[config.mk]
export PLATFORM = sky130hd
export DESIGN_NAME = tuser_in_fsm
export DESIGN_NICKNAME = d
export VERILOG_FILES = /design/src/rtl/tuser_pkg.sv /design/src/rtl/tuser_in_fsm_axis_skid_buf.sv /design/src/rtl/tuser_in_fsm.sv
export SDC_FILE = /design/constraint.sdc
export NUM_CORES = 2
export LEC_CHECK = 0
export BUFFER_PORTS_ARGS = -buffer_cell sky130_fd_sc_hd__buf_2
export CAP_MARGIN = 20
export CORE_AREA = 2 2 337 339
export DETAILED_ROUTE_END_ITERATION = 6
export DIE_AREA = 0 0 339 341
export GPL_TIMING_DRIVEN = 0
export PLACE_DENSITY_LB_ADDON = 0.3
export SLEW_MARGIN = 0
export SYNTH_ARGS = -nofsm -noshare
export SYNTH_HDL_FRONTEND = slang
export SYNTH_SLANG_ARGS = --single-unit
[constraint.sdc]
create_clock -name tin_aclk -period 4.2 [get_ports tin_aclk]
set_input_delay 0.84 -clock tin_aclk [delete_from_list [all_inputs] [get_ports tin_aclk]]
set_output_delay 0.84 -clock tin_aclk [all_outputs]
set_load 0.05 [all_outputs]
[src/rtl/tuser_pkg.sv]
// Shared widths, FSM state encoding and beat-record sizing for the tuser ingress stage.
package tuser_pkg;

    localparam int unsigned DEFAULT_DATA_WIDTH  = 256;
    localparam int unsigned DEFAULT_KEEP_WIDTH  = DEFAULT_DATA_WIDTH / 8;
    localparam int unsigned DEFAULT_TUSER_WIDTH = 128;

    typedef enum logic [1:0] {
        WAIT_SOP = 2'b01,
        IN_PKT   = 2'b10
    } state_e;

    // Beat record layout: {sop, tuser, tlast, keep, data}
    function automatic int unsigned beat_width(input int unsigned dw, input int unsigned kw,
                                               input int unsigned tw);
        return dw + kw + 1 + tw + 1;
    endfunction

    localparam int unsigned BEAT_WIDTH =
        beat_width(DEFAULT_DATA_WIDTH, DEFAULT_KEEP_WIDTH, DEFAULT_TUSER_WIDTH);

endpackage

[src/rtl/tuser_in_fsm_axis_skid_buf.sv]
// Two-entry registered valid/ready slice: output register plus skid register, ready is registered.
module axis_skid_buf #(
    parameter int unsigned W = 8
) (
    input  logic         clk,
    input  logic         rst_n,
    input  logic         in_valid,
    output logic         in_ready,
    input  logic [W-1:0] in_data,
    output logic         out_valid,
    input  logic         out_ready,
    output logic [W-1:0] out_data
);

    logic         out_valid_q, out_valid_d;
    logic [W-1:0] out_data_q, out_data_d;
    logic         skid_valid_q, skid_valid_d;
    logic [W-1:0] skid_data_q, skid_data_d;
    logic         ready_q, ready_d;
    logic         in_fire;
    logic         load;

    always_comb begin
        out_valid_d  = out_valid_q;
        out_data_d   = out_data_q;
        skid_valid_d = skid_valid_q;
        skid_data_d  = skid_data_q;
        in_fire      = in_valid & ready_q;
        load         = ~out_valid_q | out_ready;

        if (load) begin
            if (skid_valid_q) begin
                // Oldest beat sits in the skid; a new beat queues behind it.
                out_valid_d  = 1'b1;
                out_data_d   = skid_data_q;
                skid_valid_d = in_fire;
                if (in_fire) skid_data_d = in_data;
            end else begin
                out_valid_d = in_fire;
                if (in_fire) out_data_d = in_data;
            end
        end else if (in_fire) begin
            skid_valid_d = 1'b1;
            skid_data_d  = in_data;
        end

        ready_d = ~skid_valid_d;
    end

    always_ff @(posedge clk) begin
        if (!rst_n) begin
            out_valid_q  <= 1'b0;
            out_data_q   <= '0;
            skid_valid_q <= 1'b0;
            skid_data_q  <= '0;
            ready_q      <= 1'b0;
        end else begin
            out_valid_q  <= out_valid_d;
            out_data_q   <= out_data_d;
            skid_valid_q <= skid_valid_d;
            skid_data_q  <= skid_data_d;
            ready_q      <= ready_d;
        end
    end

    assign in_ready  = ready_q;
    assign out_valid = out_valid_q;
    assign out_data  = out_data_q;

endmodule

[src/rtl/tuser_in_fsm.sv]
// AXIS ingress stage: strips tuser from the stream and presents the SOP-beat tuser as a tuple.
module tuser_in_fsm
    import tuser_pkg::*;
#(
    parameter int unsigned DATA_WIDTH  = DEFAULT_DATA_WIDTH,
    parameter int unsigned KEEP_WIDTH  = DATA_WIDTH / 8,
    parameter int unsigned TUSER_WIDTH = DEFAULT_TUSER_WIDTH
) (
    input  logic                   tin_aclk,
    input  logic                   tin_arstn,
    input  logic                   tin_avalid,
    output logic                   tin_aready,
    input  logic [DATA_WIDTH-1:0]  tin_adata,
    input  logic [KEEP_WIDTH-1:0]  tin_akeep,
    input  logic                   tin_atlast,
    input  logic [TUSER_WIDTH-1:0] tin_atuser,
    output logic                   tin_bvalid,
    input  logic                   tin_bready,
    output logic [DATA_WIDTH-1:0]  tin_bdata,
    output logic [KEEP_WIDTH-1:0]  tin_bkeep,
    output logic                   tin_btlast,
    output logic                   tin_tvalid,
    output logic [TUSER_WIDTH-1:0] tin_tdata,
    output logic [1:0]             dbg_state,
    output logic [31:0]            dbg_pkt_cnt
);

    localparam int unsigned BW       = beat_width(DATA_WIDTH, KEEP_WIDTH, TUSER_WIDTH);
    localparam int unsigned KeepLsb  = DATA_WIDTH;
    localparam int unsigned LastBit  = DATA_WIDTH + KEEP_WIDTH;
    localparam int unsigned TuserLsb = DATA_WIDTH + KEEP_WIDTH + 1;
    localparam int unsigned SopBit   = BW - 1;

    state_e                 state_q, state_d;
    logic                   accept;
    logic                   b_fire;
    logic [BW-1:0]          in_beat;
    logic [BW-1:0]          out_beat;
    logic [TUSER_WIDTH-1:0] tdata_q;
    logic [31:0]            pkt_cnt_q, pkt_cnt_d;

    assign accept  = tin_avalid & tin_aready;
    assign in_beat = {(state_q == WAIT_SOP), tin_atuser, tin_atlast, tin_akeep, tin_adata};

    always_comb begin
        state_d = state_q;
        if (accept) state_d = tin_atlast ? WAIT_SOP : IN_PKT;
    end

    always_ff @(posedge tin_aclk) begin
        if (!tin_arstn) state_q <= WAIT_SOP;
        else            state_q <= state_d;
    end

    axis_skid_buf #(
        .W(BW)
    ) u_skid (
        .clk      (tin_aclk),
        .rst_n    (tin_arstn),
        .in_valid (tin_avalid),
        .in_ready (tin_aready),
        .in_data  (in_beat),
        .out_valid(tin_bvalid),
        .out_ready(tin_bready),
        .out_data (out_beat)
    );

    always_comb begin
        tin_bdata  = out_beat[DATA_WIDTH-1:0];
        tin_bkeep  = out_beat[KeepLsb +: KEEP_WIDTH];
        tin_btlast = out_beat[LastBit];
        b_fire     = tin_bvalid & tin_bready;
        tin_tvalid = b_fire & out_beat[SopBit];
        // Tuple data follows the SOP beat in the cycle it leaves, then holds.
        tin_tdata  = tin_tvalid ? out_beat[TuserLsb +: TUSER_WIDTH] : tdata_q;
        pkt_cnt_d  = pkt_cnt_q + {31'd0, b_fire & tin_btlast};
    end

    always_ff @(posedge tin_aclk) begin
        if (!tin_arstn) begin
            tdata_q   <= '0;
            pkt_cnt_q <= '0;
        end else begin
            tdata_q   <= tin_tdata;
            pkt_cnt_q <= pkt_cnt_d;
        end
    end

    assign dbg_state   = state_q;
    assign dbg_pkt_cnt = pkt_cnt_q;

endmodule

==> results.toml <==
[outcome]
status = "finished clean"

[worst_setup_path]
crit_arrival_ns = 3.06
crit_chain = "nand3_1 -> clkbuf_2 -> clkbuf_1 -> mux2_2 -> buf_2"
worstSetupEndpointType = "output port"
ff2ff_path_depth = 8
cp_max_fo = 10
crit_type = "reg2out"
max_stage_delay_ns = 0.53
reg2reg_from = "u_skid.out_valid$_SDFFE_PN0N_"
cp-start-kind = "register"
reg2reg_slack_ns = 0.80
r2r_end = "u_skid.skid_data_q[360]$_SDFFE_PN0P_"
worst_ep_required_time_ns = 3.36
cp_slowest_cell = "clkbuf_1"

[grt]
grt_pass1_wl_mm = 209.0
grt_max_degree = 16
grt_pass1_vias = 33230
antenna_found_initial = 62
track_usage = 0.2366
gr-total-overflow = 0

[power_and_ir_drop]
vdd_drop_max_uv = 299.8
powerDensity_nw_per_um2 = 440.4
power.leakage_nw = 19.98

[placed_design]
dp_hpwl_mm = 110.6
portBuffers = 873
gp_congestion = 0.9069
post-place-ws_ns = -0.04624
place_area_um2 = 47220

[drt]
routed_wl_mm = 143.2
drt_iter0_markers = 1742
wire_per_inst_um = 19.97
dr_total_vias = 35200
firstDrtPassIters = 5
ant_nets = 0
drc = 0
viasPerCell = 4.907

[floorplanning]
coreArea_um2 = 111900
die_y_um = 341
ioPinCount = 875
rows = 123
die_w_um = 339
dieArea_um2 = 115600
start_util = 0.3654

[finish]
final_cell_mix = "dfxtp_1, buf_2, nand2_1"
fill_cells = 11020
final_area_um2 = 50830
ff_latch_area_um2 = 20040
final_layout_size_suffix_gt1_frac = 0.2628
layout.nets = 5982
final_common_cell = "dfxtp_1"
areaGrowthSynthToFinish_pct = 24.35
multi_input_area_um2 = 17290

[synth]
synth_seq_cells = 1001
synth_edf_count = 0
yosys_warnings = 0
synth_fp_nets = 4993
yosysUniqueCellTypes = 36
avgSynthCellArea_um2 = 8.947
yosysTopAreaCell = "dfxtp_1"
async_flop_share = 0
yosysSeqAreaShare = 0.4902
synthCells = 4569
synthesis.area_um2 = 40880
synth_top_area_frac = 0.4902
synthFlopType = "dfxtp_1"
synthTopCellsByArea = "dfxtp_1, mux2i_1, nand2_1, a211oi_1, a21oi_1"

[clock_network]
htree_num_levels = 3
clk_pin_slew_ns = 0.06
cts_root_buffer = "clkbuf_16"
cts.path.max_buffers = 3
cts_tree = "yes"
cts_setup_buffers = 0
numCtsBuffers = 109
cts.sinks = 1001
clk_latency_ns = 0.71

[sta]
fin_skew_ns = 0.01998
hold_slack_ns = 0.3749
timing.fmax_mhz = 256.6
fin_ws_ns = 0.3034
worst_slew_pin_slew_ns = 1.085
fin_crit_ns = 3.897
rsz0062_at_grt = "false"
tns_ns = 0
slew_headroom = 0.2767
fin_crit_sh = 0.9278
finalHoldViolCount = 0
setup_violations = 0
slew_viol_final = 0

[hold_path]
worstHoldPathCells = 3
hold_class = "in2reg"
hold_start = "tin_adata[175]"
min_to = "u_skid.skid_data_q[175]$_SDFFE_PN0P_"

[flow_run]
maxCapViolCount = 0
[state kept, by name, summed over array words and instances (netlist names)]
register,count
dbg_pkt_cnt,32
tdata_q,128
u_skid.in_ready,1
u_skid.skid_data_q,418
u_skid.out_valid,1
dbg_state,2
u_skid.skid_valid_q,1
u_skid.out_data,418
[synth_stat cells, types with 17 or more instances]
cell      count
clkbuf_1    323
mux2_2      128
buf_2        20
a211oi_1    418
mux2i_1     417
dfxtp_1    1001
nor2_1      433
a21oi_1     437
buf_4       288
buf_1        17
nand2_1     846
and2_1      132
[layer usage]
layer  wire length (µm)  track usage  vias up
met5                240            0        -
met4               5525      0.09704       36
met3               9372      0.05955      290
met2              68310       0.3970      970
met1              59760       0.2889    16620
li1                   -            -    17280
[worst max-delay path by stage]
stage	startpoint	endpoint	slack, ns	depth (start not counted)
global placement	tin_bready	u_skid.out_data[280]$_SDFFE_PN0P_	-0.68	7
CTS	u_skid.out_valid$_SDFFE_PN0N_	tin_tdata[108]	0.18	5
floorplan	tin_bready	tin_tdata[118]	1.22	4
detailed placement	tin_bready	tin_tdata[108]	-0.05	6
finish	u_skid.out_valid$_SDFFE_PN0N_	tin_tdata[108]	0.30	5
global route	u_skid.out_valid$_SDFFE_PN0N_	tin_tdata[108]	0.15	5
[worst max-delay path: cells and delay by family (launching register included)]
| family | cells | cell delay [ns] |
|---|---|---|
| AND/OR/NAND/NOR | 1 | 0.25 |
| buffers and inverters | 3 | 1.29 |
| flip-flops | 1 | 0.35 |
| multiplexers | 1 | 0.46 |
[kinds of logic after synthesis]
kind of cell,share of synthesized area
AO/OA/AOI/OAI,0.1341
XOR/XNOR,0.002357
adder cells (fa/ha/maj),0.0009183
buffers and inverters,0.08692
flip-flops,0.4902
multiplexers,0.1374
AND/OR/NAND/NOR,0.1482
[final cells by class]
cell class	count	share of cell area
inverters	4	0.0002954
well taps	1500	0.03692
flip-flops and latches	1001	0.3942
repair buffers	878	0.08767
clock buffers	155	0.06082
plain buffers	648	0.06966
clock inverters	33	0.008442
diodes	37	0.001821
multi-input cells	2916	0.3402
[where the power goes]
part	switching (W)	leakage [nW]	internal (W)
registers	0.000201	8.15	0.00985
clock network	0.00400	1.72	0.00553
logic	0.00188	10.1	0.000919
[through the flow]
step | utilization | cells | total power [W]
after floorplan | - | 4569 | 0.01211
after global placement | 0.4212 | 6942 | 0.01303
after detailed placement | 0.4220 | 6947 | 0.01306
after CTS | 0.4535 | 7135 | 0.02259
after global routing | 0.4541 | 7161 | 0.02321
final | 0.4543 | 7172 | 0.02239
[timing repair]
action / in CTS / in global routing
endpoints found under the hold margin: 0 / 0
gates resized for setup: 2 / 0
hold buffers: 0 / 0
endpoints found under the setup margin: 109 / 0
(Power assumes the default switching activity.)
